==> src/rtl/err_seq_pkg.sv <==
// Shared types and default constants for the error-angle command sequencer.
package err_seq_pkg;

    // Sequencer operating state.
    typedef enum logic [1:0] {
        DISABLED = 2'd0,
        IDLE     = 2'd1,
        RUN      = 2'd2,
        ZERO     = 2'd3
    } seq_state_e;

    localparam int unsigned ERR_LIMIT  = 384;
    localparam int unsigned ERR_CNT_W  = 10;
    localparam int unsigned ERR_PEND_W = 8;

endpackage

==> src/rtl/sat_acc.sv <==
// Signed saturating accumulator for the pending-command count.
// The next value is i_acc + i_delta - i_dec, clamped to +/-(2^(W-1)-1).
//   i_acc   : current accumulator value
//   i_delta : incoming command (-1/0/+1)
//   i_dec   : issue direction removed this cycle (-1/0/+1)
//   o_sum   : saturated result
module sat_acc #(
    parameter int unsigned W = 8
) (
    input  logic signed [W-1:0] i_acc,
    input  logic signed [1:0]   i_delta,
    input  logic signed [1:0]   i_dec,
    output logic signed [W-1:0] o_sum
);

    localparam logic signed [W+1:0] MAX_P = (W+2)'((2 ** (W - 1)) - 1);
    localparam logic signed [W+1:0] MAX_N = -MAX_P;

    logic signed [W+1:0] w_raw;

    // Two guard bits keep the unclamped sum exact before saturation.
    always_comb begin
        w_raw = (W+2)'(i_acc) + (W+2)'(i_delta) - (W+2)'(i_dec);
        if (w_raw > MAX_P) begin
            o_sum = W'(MAX_P);
        end else if (w_raw < MAX_N) begin
            o_sum = W'(MAX_N);
        end else begin
            o_sum = W'(w_raw);
        end
    end

endmodule

==> src/rtl/error_cmd_sequencer.sv <==
// Error-angle level pulse sequencer. Queues AGC up/down commands as a
// signed pending count, issues at most one UPLVL/DNLVL pulse per FAZ2
// strobe, tracks the resulting error count clamped to +/-LIMIT, and ramps
// the count back to zero when the error counter is disabled.
// Optional: ERR_CMD_SEQ_OVF_FLAG_EN adds a sticky ovf output flagging
// commands dropped at pend saturation or discarded at the LIMIT clamp.
//   clk, rst  : clock, asynchronous active-high reset
//   faz2_stb  : pulse issue slot
//   err_en    : error counter enable
//   cmd_up/dn : one-cycle increment/decrement commands
//   uplvl/dnlvl : one-cycle level pulses
//   err_cnt   : signed error count
//   pend      : signed pending commands
//   busy      : high in RUN or ZERO
//   at_limit  : high while |err_cnt| == LIMIT
module error_cmd_sequencer
    import err_seq_pkg::*;
#(
    parameter int unsigned CNT_W  = ERR_CNT_W,
    parameter int unsigned PEND_W = ERR_PEND_W,
    parameter int unsigned LIMIT  = ERR_LIMIT
) (
    input  logic                     clk,
    input  logic                     rst,
    input  logic                     faz2_stb,
    input  logic                     err_en,
    input  logic                     cmd_up,
    input  logic                     cmd_dn,
    output logic                     uplvl,
    output logic                     dnlvl,
    output logic signed [CNT_W-1:0]  err_cnt,
    output logic signed [PEND_W-1:0] pend,
    output logic                     busy,
    output logic                     at_limit
`ifdef ERR_CMD_SEQ_OVF_FLAG_EN
    ,
    output logic                     ovf
`endif
);

    localparam logic signed [CNT_W-1:0] LIM_P = CNT_W'(LIMIT);
    localparam logic signed [CNT_W-1:0] LIM_N = -LIM_P;

    seq_state_e               r_state;
    logic signed [PEND_W-1:0] r_pend;
    logic signed [CNT_W-1:0]  r_cnt;
    logic                     r_up;
    logic                     r_dn;
    logic                     r_busy;
    logic                     r_at_limit;

    logic                     w_active;
    logic signed [1:0]        w_delta;
    logic signed [1:0]        w_acc_delta;
    logic signed [1:0]        w_issue;
    logic signed [PEND_W-1:0] w_pend_sum;
    logic signed [CNT_W-1:0]  w_cnt_nxt;
    logic                     w_up_nxt;
    logic                     w_dn_nxt;
    logic                     w_pend_pos;
    logic                     w_pend_neg;
    logic                     w_cnt_pos;
    logic                     w_cnt_neg;

    // Command decode, issue decision and error-count next value.
    always_comb begin
        w_delta = 2'sb00;
        if (cmd_up && !cmd_dn) begin
            w_delta = 2'sb01;
        end else if (cmd_dn && !cmd_up) begin
            w_delta = 2'sb11;
        end

        w_active    = err_en && ((r_state == IDLE) || (r_state == RUN));
        w_acc_delta = w_active ? w_delta : 2'sb00;

        w_pend_neg = r_pend[PEND_W-1];
        w_pend_pos = !w_pend_neg && (r_pend != '0);
        w_cnt_neg  = r_cnt[CNT_W-1];
        w_cnt_pos  = !w_cnt_neg && (r_cnt != '0);

        // One pending command is consumed per strobe even when clamped.
        w_issue = 2'sb00;
        if (w_active && (r_state == RUN) && faz2_stb) begin
            if (w_pend_pos) begin
                w_issue = 2'sb01;
            end else if (w_pend_neg) begin
                w_issue = 2'sb11;
            end
        end

        w_up_nxt  = 1'b0;
        w_dn_nxt  = 1'b0;
        w_cnt_nxt = r_cnt;
        if ((w_issue == 2'sb01) && (r_cnt < LIM_P)) begin
            w_up_nxt  = 1'b1;
            w_cnt_nxt = r_cnt + CNT_W'(1);
        end else if ((w_issue == 2'sb11) && (r_cnt > LIM_N)) begin
            w_dn_nxt  = 1'b1;
            w_cnt_nxt = r_cnt - CNT_W'(1);
        end else if ((r_state == ZERO) && faz2_stb) begin
            if (w_cnt_pos) begin
                w_dn_nxt  = 1'b1;
                w_cnt_nxt = r_cnt - CNT_W'(1);
            end else if (w_cnt_neg) begin
                w_up_nxt  = 1'b1;
                w_cnt_nxt = r_cnt + CNT_W'(1);
            end
        end
    end

    // Pending-command accumulator: command and issue apply in the same cycle.
    sat_acc #(
        .W (PEND_W)
    ) u_pend_acc (
        .i_acc   (r_pend),
        .i_delta (w_acc_delta),
        .i_dec   (w_issue),
        .o_sum   (w_pend_sum)
    );

    // Sequencer FSM with registered pulses and status.
    always_ff @(posedge clk or posedge rst) begin
        if (rst) begin
            r_state    <= DISABLED;
            r_pend     <= '0;
            r_cnt      <= '0;
            r_up       <= 1'b0;
            r_dn       <= 1'b0;
            r_busy     <= 1'b0;
            r_at_limit <= 1'b0;
        end else begin
            r_up       <= w_up_nxt;
            r_dn       <= w_dn_nxt;
            r_cnt      <= w_cnt_nxt;
            r_at_limit <= (w_cnt_nxt == LIM_P) || (w_cnt_nxt == LIM_N);
            case (r_state)
                DISABLED: begin
                    r_busy <= 1'b0;
                    if (err_en) begin
                        r_state <= IDLE;
                    end
                end
                IDLE, RUN: begin
                    if (!err_en) begin
                        r_state <= ZERO;
                        r_pend  <= '0;
                        r_busy  <= 1'b1;
                    end else begin
                        r_pend <= w_pend_sum;
                        if (w_pend_sum != '0) begin
                            r_state <= RUN;
                            r_busy  <= 1'b1;
                        end else begin
                            r_state <= IDLE;
                            r_busy  <= 1'b0;
                        end
                    end
                end
                ZERO: begin
                    if (w_cnt_nxt == '0) begin
                        r_state <= err_en ? IDLE : DISABLED;
                        r_busy  <= 1'b0;
                    end else begin
                        r_busy <= 1'b1;
                    end
                end
                default: begin
                    r_state <= DISABLED;
                    r_busy  <= 1'b0;
                end
            endcase
        end
    end

    assign uplvl    = r_up;
    assign dnlvl    = r_dn;
    assign err_cnt  = r_cnt;
    assign pend     = r_pend;
    assign busy     = r_busy;
    assign at_limit = r_at_limit;

`ifdef ERR_CMD_SEQ_OVF_FLAG_EN
    logic r_ovf;
    logic r_en_q;
    logic w_drop;

    // A command with no effect on the sum was dropped at saturation;
    // an issue that could not move err_cnt was discarded at the clamp.
    always_comb begin
        w_drop = ((w_acc_delta != 2'sb00) &&
                  (w_pend_sum == (r_pend - PEND_W'(w_issue)))) ||
                 ((w_issue == 2'sb01) && (r_cnt == LIM_P)) ||
                 ((w_issue == 2'sb11) && (r_cnt == LIM_N));
    end

    // Sticky flag, cleared on the falling edge of err_en.
    always_ff @(posedge clk or posedge rst) begin
        if (rst) begin
            r_ovf  <= 1'b0;
            r_en_q <= 1'b0;
        end else begin
            r_en_q <= err_en;
            if (r_en_q && !err_en) begin
                r_ovf <= 1'b0;
            end else if (w_drop) begin
                r_ovf <= 1'b1;
            end
        end
    end

    assign ovf = r_ovf;
`endif

endmodule

==> config.mk <==
export PLATFORM = sky130hd
export DESIGN_NAME = error_cmd_sequencer
export DESIGN_NICKNAME = d
export VERILOG_FILES = /design/src/rtl/err_seq_pkg.sv /design/src/rtl/sat_acc.sv /design/src/rtl/error_cmd_sequencer.sv
export SDC_FILE = /design/constraint.sdc
export NUM_CORES = 1
export LEC_CHECK = 0
export ABC_CLOCK_PERIOD_IN_PS = 6700
export CAP_MARGIN = 0
export CORE_MARGIN = 10
export CORE_UTILIZATION = 55
export CTS_CLUSTER_DIAMETER = 150
export DETAILED_ROUTE_END_ITERATION = 10
export PLACE_DENSITY = 0.78
export SLEW_MARGIN = 20
export SYNTH_ARGS = -nofsm -noshare
export SYNTH_HDL_FRONTEND = slang
export SYNTH_SLANG_ARGS = --single-unit
==> constraint.sdc <==
create_clock -name clk -period 6.7 [get_ports clk]
set_clock_uncertainty 0.15 [all_clocks]
set_input_delay 1.34 -clock clk [delete_from_list [all_inputs] [get_ports clk]]
set_output_delay 1.34 -clock clk [all_outputs]
set_load 0.005 [all_outputs]
==> impl_metrics.tcl, run 1 <==
set metrics [dict create \
    dp_slack_ns 0.674 \
    worstSetupEndpointType "flop" \
    hp-class "reg2reg" \
    cts.sinks 24 \
    std_cell_rows 25 \
    dr_wl_met2_um 3160 \
    worstMarginPinSlew_ns 0.942 \
    final-hold-violation-count 0 \
    vdd_drop_max_v 0.000363 \
    synth_cells 305 \
    drt-pass1-iter-count 5 \
    setup_viol_count_final 0 \
    via_count 2471 \
    setup_tns_ns 0 \
    cts_resized 0 \
    ys.warnings.count 0 \
    rsz0062_at_grt "no" \
    post_cts_buffers 0 \
    drt-initial-drc-count 247 \
    fmax_ghz 0.171 \
    root_buffer "clkbuf_8" \
    gp_congestion 0.904 \
    yosysUniqueCellTypes 71 \
    synth_edf_count 0 \
    worstPathArrival_ns 5.84 \
    htreeDepth 1 \
    clockBufferDepth 2 \
    slowest_stage "clkdlybuf4s50_1" \
    die-area_sq_um 7990 \
    syn_area_sq_um 2650 \
    p_per_area_nw_per_um2 578 \
    clock_latency_ns 0.27 \
    synth_area_per_cell_sq_um 8.68 \
    maxCapViolCount 0 \
    clkTransAtPathRegs_ns 0.09 \
    cts_hold_buf 0 \
    synthTopCellsByCount "inv_1 (30), dfrtp_1 (24), ha_1 (19)" \
    period_share 0.870 \
    cts_tree "yes" \
    min_period_ns 5.83 \
    cp-startpoint "err_en" \
    synth_nets 338 \
    cts_buffers 3 \
    r2r_cells 16 \
    maxSlewViolCount 0 \
    io_pins 28 \
    wl_met1_um 3090 \
    drc 0 \
    cpPeakStageDelay_ns 0.55 \
    port_buffers 27 \
    status "finished, final reports clean" \
    yosysSeqAreaShare 0.227 \
    synth-seq-cells 24 \
    final_nets 359 \
    dp_cells 375 \
    cp_max_fo 8 \
    synth-main-ff-cell "dfrtp_1" \
    critical_path_class "in2reg" \
    wire_per_inst_um 18.0 \
    synth.most_common_cell "inv_1" \
    grt_overflow 0 \
    die_y_um 89.4 \
    drt.antenna.violating_nets 0 \
    antenna_found_initial 0 \
    cp-endpoint "pend[2]" \
    syn_to_final_growth_pct 13.4 \
    vias_per_cell 6.52 \
    routed_wl_um 6830 \
    worst_slack_ns 0.868 \
    path_cells "clkdlybuf4s50_1, and4_1, nand2_1, inv_1, fa_1, inv_1, ha_1, o21ai_0, o21ai_0, o311a_1, mux2i_1, a21oi_1, o41ai_1, nor2_1, a221o_1" \
    grt_pass1_wl_um 11300 \
    startpoint_type "primary input" \
    core_sq_um 4690 \
    diodes 0 \
    dp_hpwl_um 5060 \
    highest-signal-layer "met4" \
    grt_max_degree 25 \
    cp_data_required_time_ns 6.71 \
    die_w_um 89.4 \
    max-slew-margin-rel 0.371 \
    async_reset_ff_frac 1.00 \
    drive_gt1_frac 0.0738 \
    track_usage 0.177 \
    synth_top_cell_by_area "dfrtp_1" \
    instances_no_fill 379 \
    p_leak_nw 1.26 \
    r2r_start "r_state[1]" \
    grt_pass1_vias 2350 \
    rr_endpoint "pend[2]" \
    finalHoldWorstSlack_ns 0.405 \
    rrSetupSlack_ns 1.69 \
    met3_length_um 433 \
    synth_top_area_share 0.227 \
    yosys-top-cells-area "dfrtp_1 (23%), ha_1 (9.0%), fa_1 (6.0%)" \
    utilization 0.640 \
    initial_core_util 0.565 \
]
## through the flow
stage                     area (sq um)  power, W
final                             3000   0.00174
after global routing              3000   0.00189
after CTS                         3000   0.00172
after detailed placement          2930   0.00157
after global placement            2930   0.00156
after floorplan                   2650   0.00123
## critical path, delay by kind of cell
kind / cells / cell delay (ns)
and+or+nand+nor: 3 / 0.76
AOI/OAI and AO/OA: 6 / 1.87
muxes: 1 / 0.21
adders and majority gates: 2 / 0.88
buffers and inverters: 3 / 0.78
## worst min path at each step
stage | start | endpoint | slack [ns] | cells past startpoint
detailed placement | pend[0] | pend[0] | 0.38 | 1
CTS | pend[0] | pend[0] | 0.41 | 1
floorplan | pend[0] | pend[0] | 0.37 | 1
finish | pend[0] | pend[0] | 0.41 | 1
global placement | pend[0] | pend[0] | 0.39 | 1
global route | pend[0] | pend[0] | 0.43 | 1
## cell families (layout without fill, tap and decap cells)
group	after synthesis	in the layout	share of synthesized area
buf+inv	41	61	0.0628
fa+ha+maj	27	27	0.150
xor+xnor	9	9	0.0298
simple gates	103	103	0.231
flops	24	24	0.227
compound gates	98	98	0.288
mux	3	3	0.0118
## layer usage
metal / global-route usage / up-vias
li1: - / 1180
met1: 0.229 / 1171
met2: 0.286 / 103
met3: 0.0410 / 17
met4: 0.0506 / 0
met5: 0 / -
## power breakdown
group | switching (W) | internal, W | total, W
clock | 0.0000517 | 0.0000799 | 0.000132
sequential | 0.000106 | 0.000208 | 0.000314
combinational | 0.000713 | 0.000577 | 0.00129
## cells in the final DEF, fill, tap and decap left out, types with 5 or more instances in the layout
cell type        instances
ha_1                    19
nand3_1                  9
a221o_1                  5
dfrtp_1                 24
a21oi_1                 17
xnor2_1                  5
inv_1                   30
nor2b_1                  8
nand2b_1                 7
nor2_1                  15
o21ai_0                 12
fa_1                     8
nor3_1                   8
nand2_1                 16
clkdlybuf4s50_1         27
a211oi_1                 5
o22ai_1                  5
## registers in the layout (all words and copies together) (netlist names)
signal,count
busy,1
uplvl,1
r_state,2
pend,8
dnlvl,1
at_limit,1
err_cnt,10
## final cells by class
cell class / count / area [sq um]
multi-input cells: 240 / 1880
fillers: 397 / 1690
flip-flops and latches: 24 / 601
repair buffers: 27 / 270
inverters: 30 / 113
well taps: 54 / 67.6
clock buffers: 3 / 41.3
clock inverters: 1 / 30.0
Power figures use the tool's default switching activity.
==> run 2: changes to the inputs <==
- CORE_MARGIN: 10 -> 2
==> run 2 against run 1 <==
Non-clock buffer count is the same. Sequential power is essentially flat. Die area shrank 33%. Largest cell class unchanged.
==> impl_metrics.tcl, run 2 (synthesis results as in run 1) <==
set metrics [dict create \
    core_sq_um 4690 \
    drt.antenna.violating_nets 0 \
    track_usage 0.263 \
    rsz0062_at_grt "no" \
    mostFrequentLayoutCell "inv_1" \
    initial_core_util 0.565 \
    cpPeakStageDelay_ns 0.59 \
    clock_latency_ns 0.28 \
    dp_hpwl_um 5100 \
    worstPathArrival_ns 5.90 \
    drt-pass1-iter-count 5 \
    min_period_ns 5.89 \
    period_share 0.879 \
    worstSetupEndpointType "flop" \
    max-slew-margin-rel 0.349 \
    largest_register_ffs 10 \
    utilization 0.640 \
    maxCapViolCount 0 \
    grt_max_degree 25 \
    setup_tns_ns 0 \
    die_w_um 73.4 \
    maxSlewViolCount 0 \
    diodes 0 \
    p_leak_nw 1.26 \
    grt_pass1_wl_um 11200 \
    status "finished, final reports clean" \
    htreeDepth 1 \
    gp_congestion 0.887 \
    port_buffers 27 \
    die_y_um 73.4 \
    path_cells "clkdlybuf4s50_1, and4_1, nand2_1, inv_1, fa_1, inv_1, ha_1, o21ai_0, o21ai_0, o311a_1, mux2i_1, a21oi_1, o41ai_1, nor2_1, a221o_1" \
    fmax_ghz 0.170 \
    std_cell_rows 25 \
    cts_buffers 3 \
    grt_overflow 0 \
    worst_slack_ns 0.813 \
    dp_slack_ns 0.623 \
    cts_hold_buf 0 \
    die-area_sq_um 5390 \
    drc 0 \
    critical_path_class "in2reg" \
    root_buffer "clkbuf_8" \
    clkTransAtPathRegs_ns 0.10 \
    syn_to_final_growth_pct 13.4 \
    post_cts_buffers 0 \
    p_per_area_nw_per_um2 581 \
    final-hold-violation-count 0 \
    cp_num_buf_inv 3 \
    worstMarginPinSlew_ns 0.976 \
    via_count 2513 \
    placedInstanceArea_sq_um 2930 \
    clockBufferDepth 2 \
    cts_resized 0 \
    layout_common_cells "inv_1 (30), clkdlybuf4s50_1 (27), dfrtp_1 (24)" \
    cp_data_required_time_ns 6.71 \
    cts_tree "yes" \
    vdd_drop_max_v 0.000377 \
    cp_max_fo 8 \
    cts.sinks 24 \
    routed_wl_um 6700 \
    grt_pass1_vias 2371 \
    cp_top_family "compound AO/OA/AOI/OAI gates" \
    slowest_stage "o41ai_1" \
    io_pins 28 \
    hp-class "reg2reg" \
    final_area_sq_um 3000 \
    antenna_found_initial 0 \
    startpoint_type "primary input" \
    final_nets 359 \
    setup_viol_count_final 0 \
    drive_gt1_frac 0.0738 \
    wire_per_inst_um 17.7 \
    vias_per_cell 6.63 \
    drt-initial-drc-count 200 \
]
run 2: metrics by stage:
step                      hold slack, ns  total power, W  cells
after floorplan                    0.368         0.00123    305
after global placement             0.389         0.00155    375
after detailed placement           0.387         0.00158    375
after CTS                          0.427         0.00173    379
after global routing               0.441         0.00189    379
final                              0.416         0.00175    379
run 2: path summary, 6_finish.rpt:
kind                       startpoint  depth (start not counted)    endpoint  slack [ns]
max in group asynchronous         rst                          2  err_cnt[4]        4.37
hold / removal                pend[0]                          1     pend[0]        0.42
setup reg to reg           r_state[0]                         16     pend[3]        1.63
setup / recovery               err_en                         15     pend[3]        0.81
hold reg to reg               pend[0]                          1     pend[0]        0.42
min in group asynchronous         rst                          2  r_state[0]        1.43
run 2: worst register-to-register path, delay by kind of cell, from the launching register on:
kind	cells	cell delay, ns
AO/OA/AOI/OAI	6	1.89
adder cells (fa/ha/maj)	3	1.28
AND/OR/NAND/NOR	3	0.70
flip-flops	1	0.37
buffers and inverters	3	0.31
multiplexers	1	0.22
run 2: area by class of cell:
| type | count | area (sq um) |
|---|---|---|
| clock inverters | 1 | 30.0 |
| well taps | 54 | 67.6 |
| inverters | 30 | 113 |
| clock buffers | 3 | 41.3 |
| flip-flops and latches | 24 | 601 |
| fillers | 400 | 1690 |
| repair buffers | 27 | 270 |
| multi-input cells | 240 | 1880 |
run 2: report_power, final:
part           internal, W  total (W)  switching, W
clock network    0.0000800   0.000133     0.0000531
logic             0.000577    0.00130      0.000723
registers         0.000208   0.000313      0.000105
total             0.000865    0.00175      0.000881
run 2: per-layer routing:
layer  global-route usage  up-vias  part of all wire
met5                    0        -                 0
met1                0.361     1215              0.45
met2                0.435       93              0.48
met4               0.0828        0             0.017
li1                     -     1188                 -
met3               0.0274       17             0.047
